--- config.mk ---
export PLATFORM = sky130hd
export DESIGN_NAME = dsp_vec_selftest_flat
export DESIGN_NICKNAME = d
export VERILOG_FILES = /design/src/rtl/dsp_vec_selftest_if.sv /design/src/rtl/dsp_vec_selftest.sv /design/src/flat_wrapper.sv
export SDC_FILE = /design/constraint.sdc
export NUM_CORES = 1
export LEC_CHECK = 0
export BUFFER_PORTS_ARGS = -buffer_cell sky130_fd_sc_hd__buf_4
export CORE_ASPECT_RATIO = 0.8
export CORE_MARGIN = 4
export CORE_UTILIZATION = 40
export CTS_CLUSTER_SIZE = 10
export DETAILED_ROUTE_END_ITERATION = 8
export PLACE_DENSITY = 0.67
export SETUP_SLACK_MARGIN = 0.05
export SYNTH_ARGS = -nofsm -noshare
export SYNTH_HDL_FRONTEND = slang
export SYNTH_SLANG_ARGS = --single-unit
--- constraint.sdc ---
create_clock -name clock -period 3.5 [get_ports clock]
set_input_delay 0.525 -clock clock [delete_from_list [all_inputs] [get_ports clock]]
set_output_delay 0.525 -clock clock [all_outputs]
set_load 0.1 [all_outputs]
--- src/rtl/dsp_vec_selftest_if.sv ---
// Operand/result bus between the vector self-test engine and the DSP block under test.
// The self-test drives the operands and valid_out; the DSP block returns y.
interface dsp_vec_selftest_if #(
  parameter int WIDTH = 12,
  parameter int LANES = 4
);
  logic [LANES*WIDTH-1:0] a;
  logic [LANES*WIDTH-1:0] b;
  logic                   valid_out;
  logic [LANES*WIDTH-1:0] y;

  modport master (output a, output b, output valid_out, input y);
  modport slave  (input a, input b, input valid_out, output y);
endinterface

--- src/rtl/dsp_vec_selftest.sv ---
// LFSR-driven SIMD vector self-test: issues NUM_VEC operand vectors, checks y against a lanewise reference.
// Optional first-mismatch capture is built when DSP_SELFTEST_TRACE_EN is defined.
module dsp_vec_selftest #(
  parameter int          WIDTH   = 12,
  parameter int          LANES   = 4,
  parameter int          LATENCY = 2,
  parameter int          NUM_VEC = 16,
  parameter int          OP      = 0,
  parameter logic [31:0] SEED    = 32'hACE10001
) (
  input  logic                     clock,
  input  logic                     reset,
  input  logic                     start,
  dsp_vec_selftest_if.master       vec,
  output logic                     busy,
  output logic                     done,
  output logic                     pass,
  output logic [15:0]              err_count,
  output logic [15:0]              vec_count,
  output logic [15:0]              first_fail_idx,
  output logic [LANES*WIDTH-1:0]   first_fail_exp,
  output logic [LANES*WIDTH-1:0]   first_fail_act
);

  localparam int          VW   = LANES * WIDTH;
  localparam logic [31:0] TAPS = 32'h80200003;

  typedef enum logic [1:0] {
    IDLE  = 2'd0,
    RUN   = 2'd1,
    DRAIN = 2'd2,
    DONE  = 2'd3
  } state_t;

  function automatic logic [31:0] lfsr_step(input logic [31:0] s);
    lfsr_step = (s >> 1) ^ (s[0] ? TAPS : 32'h0000_0000);
  endfunction

  function automatic logic [31:0] rotl(input logic [31:0] s, input logic [4:0] r);
    rotl = (s << r) | (s >> (6'd32 - {1'b0, r}));
  endfunction

  function automatic logic [VW-1:0] make_a(input logic [31:0] s);
    logic [31:0] r;
    make_a = '0;
    for (int i = 0; i < LANES; i++) begin
      r = rotl(s, 5'(5 * i));
      make_a[i*WIDTH +: WIDTH] = r[WIDTH-1:0];
    end
  endfunction

  function automatic logic [VW-1:0] make_b(input logic [31:0] s);
    logic [31:0] r;
    make_b = '0;
    for (int i = 0; i < LANES; i++) begin
      r = rotl(~s, 5'(7 * i));
      make_b[i*WIDTH +: WIDTH] = r[WIDTH-1:0];
    end
  endfunction

  // Lanewise reference operation; each lane wraps modulo 2^WIDTH.
  function automatic logic [VW-1:0] apply_op(input logic [VW-1:0] x, input logic [VW-1:0] z);
    logic [WIDTH-1:0] xl;
    logic [WIDTH-1:0] zl;
    apply_op = '0;
    for (int i = 0; i < LANES; i++) begin
      xl = x[i*WIDTH +: WIDTH];
      zl = z[i*WIDTH +: WIDTH];
      case (OP)
        0:       apply_op[i*WIDTH +: WIDTH] = xl + zl;
        1:       apply_op[i*WIDTH +: WIDTH] = xl - zl;
        2:       apply_op[i*WIDTH +: WIDTH] = xl & zl;
        3:       apply_op[i*WIDTH +: WIDTH] = xl | zl;
        4:       apply_op[i*WIDTH +: WIDTH] = xl ^ zl;
        default: apply_op[i*WIDTH +: WIDTH] = '0;
      endcase
    end
  endfunction

  state_t          state_r;
  logic [31:0]     lfsr_r;
  logic [15:0]     issue_cnt_r;
  logic [VW-1:0]   a_r;
  logic [VW-1:0]   b_r;
  logic            valid_r;
  logic [VW-1:0]   exp_r;
  logic [VW-1:0]   exp_pipe_r [LATENCY];
  logic            vld_pipe_r [LATENCY];

  logic            start_s;
  logic            cmp_valid_s;
  logic [VW-1:0]   cmp_exp_s;
  logic            mismatch_s;
  logic [15:0]     err_next_s;
  logic            last_issue_s;
  logic            last_cmp_s;

  assign vec.a         = a_r;
  assign vec.b         = b_r;
  assign vec.valid_out = valid_r;

  // Compare stage decode: delayed expected word against the returned result.
  always_comb begin
    start_s      = 1'b0;
    cmp_valid_s  = vld_pipe_r[LATENCY-1];
    cmp_exp_s    = exp_pipe_r[LATENCY-1];
    mismatch_s   = 1'b0;
    err_next_s   = err_count;
    last_issue_s = (issue_cnt_r == 16'(NUM_VEC - 1));
    last_cmp_s   = 1'b0;
    if ((state_r == IDLE) || (state_r == DONE)) begin
      start_s = start;
    end else begin
      start_s = 1'b0;
    end
    if (cmp_valid_s) begin
      mismatch_s = (vec.y != cmp_exp_s);
      last_cmp_s = (vec_count == 16'(NUM_VEC - 1));
    end else begin
      mismatch_s = 1'b0;
      last_cmp_s = 1'b0;
    end
    if (mismatch_s && (err_count != 16'hFFFF)) begin
      err_next_s = err_count + 16'd1;
    end else begin
      err_next_s = err_count;
    end
  end

  // Run-control FSM with operand issue, expected-word pipeline and result counters.
  always_ff @(posedge clock) begin
    if (!reset) begin
      state_r     <= IDLE;
      lfsr_r      <= SEED;
      issue_cnt_r <= 16'd0;
      a_r         <= '0;
      b_r         <= '0;
      valid_r     <= 1'b0;
      exp_r       <= '0;
      for (int j = 0; j < LATENCY; j++) begin
        exp_pipe_r[j] <= '0;
        vld_pipe_r[j] <= 1'b0;
      end
      busy        <= 1'b0;
      done        <= 1'b0;
      pass        <= 1'b0;
      err_count   <= 16'd0;
      vec_count   <= 16'd0;
    end else begin
      exp_pipe_r[0] <= exp_r;
      vld_pipe_r[0] <= valid_r;
      for (int j = 1; j < LATENCY; j++) begin
        exp_pipe_r[j] <= exp_pipe_r[j-1];
        vld_pipe_r[j] <= vld_pipe_r[j-1];
      end
      if (cmp_valid_s) begin
        vec_count <= vec_count + 16'd1;
        err_count <= err_next_s;
      end else begin
        vec_count <= vec_count;
      end
      // Operands are only live in cycles where a vector is issued.
      a_r     <= '0;
      b_r     <= '0;
      exp_r   <= '0;
      valid_r <= 1'b0;
      case (state_r)
        IDLE, DONE: begin
          if (start_s) begin
            state_r     <= RUN;
            lfsr_r      <= SEED;
            issue_cnt_r <= 16'd0;
            err_count   <= 16'd0;
            vec_count   <= 16'd0;
            busy        <= 1'b1;
            done        <= 1'b0;
            pass        <= 1'b0;
          end else begin
            state_r <= state_r;
          end
        end
        RUN: begin
          a_r         <= make_a(lfsr_r);
          b_r         <= make_b(lfsr_r);
          exp_r       <= apply_op(make_a(lfsr_r), make_b(lfsr_r));
          valid_r     <= 1'b1;
          lfsr_r      <= lfsr_step(lfsr_r);
          issue_cnt_r <= issue_cnt_r + 16'd1;
          if (last_issue_s) begin
            state_r <= DRAIN;
          end else begin
            state_r <= RUN;
          end
        end
        DRAIN: begin
          if (last_cmp_s) begin
            state_r <= DONE;
            busy    <= 1'b0;
            done    <= 1'b1;
            pass    <= (err_next_s == 16'd0);
          end else begin
            state_r <= DRAIN;
          end
        end
        default: begin
          state_r <= IDLE;
          busy    <= 1'b0;
          done    <= 1'b0;
          pass    <= 1'b0;
        end
      endcase
    end
  end

`ifdef DSP_SELFTEST_TRACE_EN
  logic [15:0]   ff_idx_r;
  logic [VW-1:0] ff_exp_r;
  logic [VW-1:0] ff_act_r;

  // Latch the first mismatching compare of each run; later mismatches leave it alone.
  always_ff @(posedge clock) begin
    if (!reset) begin
      ff_idx_r <= 16'd0;
      ff_exp_r <= '0;
      ff_act_r <= '0;
    end else if (start_s) begin
      ff_idx_r <= 16'd0;
      ff_exp_r <= '0;
      ff_act_r <= '0;
    end else if (mismatch_s && (err_count == 16'd0)) begin
      ff_idx_r <= vec_count;
      ff_exp_r <= cmp_exp_s;
      ff_act_r <= vec.y;
    end else begin
      ff_idx_r <= ff_idx_r;
    end
  end

  assign first_fail_idx = ff_idx_r;
  assign first_fail_exp = ff_exp_r;
  assign first_fail_act = ff_act_r;
`else
  assign first_fail_idx = 16'd0;
  assign first_fail_exp = '0;
  assign first_fail_act = '0;
`endif

endmodule

--- src/flat_wrapper.sv ---
// flat-port wrapper written by rule: the top's interface ports become plain ports
module dsp_vec_selftest_flat 
#(
  parameter int          WIDTH   = 12,
  parameter int          LANES   = 4,
  parameter int          LATENCY = 2,
  parameter int          NUM_VEC = 16,
  parameter int          OP      = 0,
  parameter logic [31:0] SEED    = 32'hACE10001
)
  (clock, reset, start, busy, done, pass, err_count, vec_count, first_fail_idx, first_fail_exp, first_fail_act, vec_a, vec_b, vec_valid_out, vec_y);
  dsp_vec_selftest_if #(.WIDTH(WIDTH), .LANES(LANES)) vec_i ();
  input  logic clock;
  input  logic reset;
  input  logic start;
  output logic busy;
  output logic done;
  output logic pass;
  output logic [15:0] err_count;
  output logic [15:0] vec_count;
  output logic [15:0] first_fail_idx;
  output logic [LANES*WIDTH-1:0] first_fail_exp;
  output logic [LANES*WIDTH-1:0] first_fail_act;
  output wire logic [$bits(vec_i.a)-1:0] vec_a;
  output wire logic [$bits(vec_i.b)-1:0] vec_b;
  output wire logic [$bits(vec_i.valid_out)-1:0] vec_valid_out;
  input wire logic [$bits(vec_i.y)-1:0] vec_y;
  assign vec_a = vec_i.a;
  assign vec_b = vec_i.b;
  assign vec_valid_out = vec_i.valid_out;
  assign vec_i.y = vec_y;
  dsp_vec_selftest #(.WIDTH(WIDTH), .LANES(LANES), .LATENCY(LATENCY), .NUM_VEC(NUM_VEC), .OP(OP), .SEED(SEED)) u_core (.clock(clock), .reset(reset), .start(start), .vec(vec_i), .busy(busy), .done(done), .pass(pass), .err_count(err_count), .vec_count(vec_count), .first_fail_idx(first_fail_idx), .first_fail_exp(first_fail_exp), .first_fail_act(first_fail_act));
endmodule
-- After elaboration in Yosys (flattened, before gate mapping)
Memories as Yosys holds them, arrays and structs flattened.
Cells that the tools add are included.
- add/sub/neg operators: 7
- equal/unequal tests: 9
- mux-type cells: 34
- bitwise operators: 12
- reductions and logical operators: 10
- operators by type and width (cell ; count):
    $mux W16 ; 8
    $mux W48 ; 2
    $mux W32 ; 2
    $pmux W32 S2 ; 1
    $add A12 B12 Y12 ; 4
    $add A16 B1 Y16 const B ; 3
    $ne A48 B48 Y1 ; 1
    $or A1 B12 Y12 const A ; 3
    $eq A16 B4 Y1 const B ; 2
    $not A32 Y32 ; 1
    $pmux W16 S2 ; 1
    $xor A31 B32 Y32 ; 1
    $logic_not A16 Y1 ; 1
    $ne A16 B16 Y1 const B ; 1
    $mux W1 ; 14
    $or A12 B10 Y12 ; 1
    $or A12 B5 Y12 ; 1
    $or A12 B7 Y12 ; 1
    $pmux W1 S2 ; 3
    $pmux W2 S3 ; 1
    $eq A2 B2 Y1 const B ; 2
    $mux W2 ; 2
    $ne A2 B1 Y1 const B ; 2
    $or A1 B1 Y1 ; 4
    8 further kinds ; 10
- register bits after elaboration: 230
- bits in writable memories: 98
- input port bits: 51
- output and inout port bits: 244
- word-level logic and storage cells: 86
- memories: 2
- memories (name ; words ; bits a word ; read ports ; clocked after Yosys merged registers in ; wr ports ; line ; source):
    u_core.exp_pipe_r ; 2 ; 48 ; 2 ; 0 ; 2 ; dsp_vec_selftest.sv:87 ; logic [VW-1:0] exp_pipe_r [LATENCY];
    u_core.vld_pipe_r ; 2 ; 1 ; 2 ; 0 ; 2 ; dsp_vec_selftest.sv:88 ; logic vld_pipe_r [LATENCY];

-- Longest topological paths before layout
An unclocked memory read counts as a cell.
- word-level depth: 8
- depth in mapped cells: 11

-- Worst setup path before layout
OpenSTA, ideal clock, no wires.
- kind: flip-flop to flip-flop
- from: reg u_core.err_count[0]
- to: reg u_core.pass
- setup time: 59 ps
- arrival time: 3066 ps
- setup slack: 375 ps
- stages on the path, launching flop included: 11
- buffers on the path: 1
- cell sequence: dfxtp_1 > ha_1 > nand2_1 > nor4_2 > nand3_1 > nand2_1 > buf_2 > o31a_4 > o22ai_1 > a2111oi_2 > a31o_1
- longest elaborated chain between the ends: 6
- RTL lines (what ; line ; source):
    from (decl) ; dsp_vec_selftest.sv:18 ; output logic [15:0] err_count,
    from (signal assigned) ; dsp_vec_selftest.sv:158 ; err_count <= err_next_s;
    branches (longest 2 deep; another with $add A16 B1 Y16) ; - ;
    $mux W16 * ; dsp_vec_selftest.sv:123 ; if (mismatch_s && (err_count != 16'hFFFF)) begin
    $logic_not A16 Y1 * ; dsp_vec_selftest.sv:200 ; pass <= (err_next_s == 16'd0);
    $mux W1 * ; dsp_vec_selftest.sv:196 ; if (last_cmp_s) begin
    $pmux W1 S2 * ; dsp_vec_selftest.sv:167 ; case (state_r)
    to (signal assigned) ; dsp_vec_selftest.sv:200 ;
    to (decl) ; dsp_vec_selftest.sv:17 ; output logic pass,
Mark *: on every way between the ends. The select of a mux whose other input is x is not followed.
A chain may end at the register's enable or synchronous reset.

-- Worst setup path after layout
Same ends and word-level chain as after synthesis.

==> impl_metrics.tcl <==
set metrics [dict create \
    die-area_um2 30500 \
    critPathKind "reg -> reg" \
    core_area_um2 27300 \
    cts_buffers 30 \
    clockBufferDepth 3 \
    power.density_nw_per_um2 574 \
    cpMaxStageDelayCell "dfxtp_1" \
    die_h_um 157 \
    leakage_nw 5.86 \
    synth_edf_count 0 \
    yosysWarnings 0 \
    timing.setup.tns_ns 0 \
    syn_to_final_growth_pct 16.8 \
    cp-start-kind "flip-flop" \
    clkSlewWorstSetupHoldPaths_ns 0.06 \
    first_global_vias 7473 \
    grt_first_pass_wirelength_um 38900 \
    worst_hold_path_type "in -> reg" \
    cts_setup_buffers 0 \
    vias_per_cell 4.55 \
    maxCapViolations 0 \
    cp_cell_sequence "ha_1 > nand2_1 > nor4_2 > nand3_1 > nand2_1 > or2_1 > o2111ai_1 > a2111oi_2 > a31o_1" \
    netlist_instances 1180 \
    fin_nets 1417 \
    synth-main-ff-cell "dfxtp_1" \
    finish.utilization_pct 47.4 \
    dr_total_vias 7719 \
    rows 54 \
    dp_hpwl_um 17600 \
    end_kind "flip-flop" \
    cts_tree "yes" \
    post-route-min-period_ns 2.77 \
    ant_nets 0 \
    worstPathArrival_ns 3.25 \
    finClkSkew_ns 0.00616 \
    wl_um 24300 \
    drive_gt1_share_pct 17.9 \
    grt_overflow 0 \
    antenna_found_initial 0 \
    root_buffer "clkbuf_16" \
    whs_ns 0.260 \
    detailedRoute.firstPassIterationCount 4 \
    port_buffers 182 \
    worstPathMaxFanout 12 \
    synth_area_leaders "dfxtp_1 47%, buf_4 10%, xor2_1 5.8%, nor2_1 4.9%, and2_1 4.7%" \
    insertion_delay_ns 0.53 \
    synth_top_area_cell "dfxtp_1" \
    clock_sinks 258 \
    max_freq_mhz 361 \
    fillerInstances 2568 \
    grt_setup_unrepaired "false" \
    finalHoldViolCount 0 \
    grt_max_degree 123 \
    ys_seq_area_share_pct 46.6 \
    placed_cell_area_um2 12100 \
    synth_top_area_share_pct 46.6 \
    cp_common_cell "nand2_1" \
    status "finished, final reports clean" \
    io_pins 295 \
    drt_iter0_markers 301 \
    cts_hold_buf 0 \
    worstMarginPinSlew_ns 1.15 \
    required_ns 3.98 \
    slew_violations 0 \
    place_inst 1657 \
    drc 0 \
    ir_drop_uv 369 \
    yosysUniqueCellTypes 58 \
    fin_area_um2 12900 \
    cts_resized 0 \
    syn_area_um2 11100 \
    slew_headroom_pct 23.5 \
    r2r_setup_slack_ns 0.73 \
    die_width_um 194 \
    fin_crit_sh_pct 79.2 \
    layoutNonFillerInstCount 1696 \
    async_flop_share_pct 0 \
    cp_slowest_stage_delay_ns 0.47 \
    htreeDepth 1 \
    start_util_pct 40.6 \
    ys_seq_elements 258 \
    diodes 0 \
    avgSynthCellArea_um2 9.39 \
    gp_congestion 0.859 \
    avgRoutedWirePerCell_um 14.3 \
    final-setup-viol-count 0 \
    track_usage_pct 15.2 \
]
critical path: cells and delay by family (launching register included):
family	cells	cell delay (ns)
flip-flops	1	0.47
adder cells (fa/ha/maj)	1	0.25
AND/OR/NAND/NOR	5	1.30
AO/OA/AOI/OAI	3	0.69
power by group:
group          leakage (nW)  switching, mW  internal, mW  total [mW]
sequential             2.09         0.0755          3.06        3.14
clock                 0.406           1.08          1.61        2.69
combinational          3.36           1.28         0.318        1.60
total                  5.86           2.44          4.99        7.42
cell usage after synthesis (3+ instances only):
library cell,n
nor3_1,13
and3_1,23
ha_1,38
a22oi_1,23
fa_1,3
nand2b_1,3
nand2_1,62
clkbuf_1,35
and2_1,83
xor2_1,73
o21a_1,4
o22ai_1,10
or3_1,5
nor4_2,3
or4_1,3
nor4_1,16
nor2b_1,27
o21ai_1,6
inv_1,35
a21o_1,14
a21oi_1,25
dfxtp_1,258
or2_2,3
xnor2_1,41
nand4_1,14
buf_4,150
mux2i_1,4
nor2_1,144
o21bai_1,3
o21ai_0,11
nand3_1,13
flip-flops by register name, indices dropped and copies added (netlist names), 2 cells and up:
| signal | flops |
|---|---|
| u_core.issue_cnt_r | 16 |
| u_core.vec.b | 32 |
| u_core.err_count | 16 |
| u_core.vld_pipe_r | 2 |
| u_core.vec_count | 16 |
| u_core.state_r | 2 |
| u_core.exp_r | 37 |
| u_core.exp_pipe_r | 74 |
| u_core.vec.a | 27 |
| u_core.lfsr_r | 32 |
logic make-up after synthesis:
| kind of cell | count (synthesis) | share of synthesized area [%] |
|---|---|---|
| simple gates | 419 | 19.1 |
| flops | 258 | 46.6 |
| buf+inv | 225 | 12.8 |
| compound gates | 117 | 7.24 |
| xor+xnor | 114 | 9.01 |
| fa+ha+maj | 41 | 4.83 |
| mux | 5 | 0.463 |
| other cells | 1 | 0.0338 |
metal layers:
layer | global-route usage (%) | up-vias | wire (um)
met5 | 0 | - | 0
met4 | 3.98 | 0 | 529
met3 | 3.40 | 47 | 1670
met2 | 23.3 | 225 | 10600
met1 | 21.9 | 3549 | 11500
li1 | - | 3898 | -
layout by cell type (no fill, tap or decap), drive strengths merged, types with 17 or more instances in the layout:
master,count
dfxtp,258
buf,191
nor2,144
conb,112
and2,83
xor2,73
nand2,62
xnor2,41
ha,38
clkbuf,38
inv,36
nor2b,27
a21oi,25
and3,23
a22oi,23
nor4,19
o21ai,17
cell type report:
cell class	count	area, um2	share of cell area (%)
sequential	258	5160	39.9
multi-input combinational	808	4930	38.1
timing repair buffer	191	1430	11.1
clock buffer	38	822	6.35
tap	364	455	3.52
inverter	36	135	1.04
clock inverter	1	5.00	0.0387
final timing paths:
path | from | to | depth (start not counted)
setup / recovery | u_core.err_count[0] | u_core.pass | 9
hold / removal | start | u_core.state_r[0] | 2
setup reg to reg | u_core.err_count[0] | u_core.pass | 9
hold reg to reg | u_core.exp_pipe_r[0][27] | u_core.exp_pipe_r[0][75] | 1
through the flow:
stage,worst slack (ns),total power [mW]
floorplan,0.375,4.64
global placement,0.547,4.78
detailed placement,0.668,4.79
CTS,0.710,7.51
global route,0.415,7.72
finish,0.729,7.42
(Power assumes the default switching activity.)
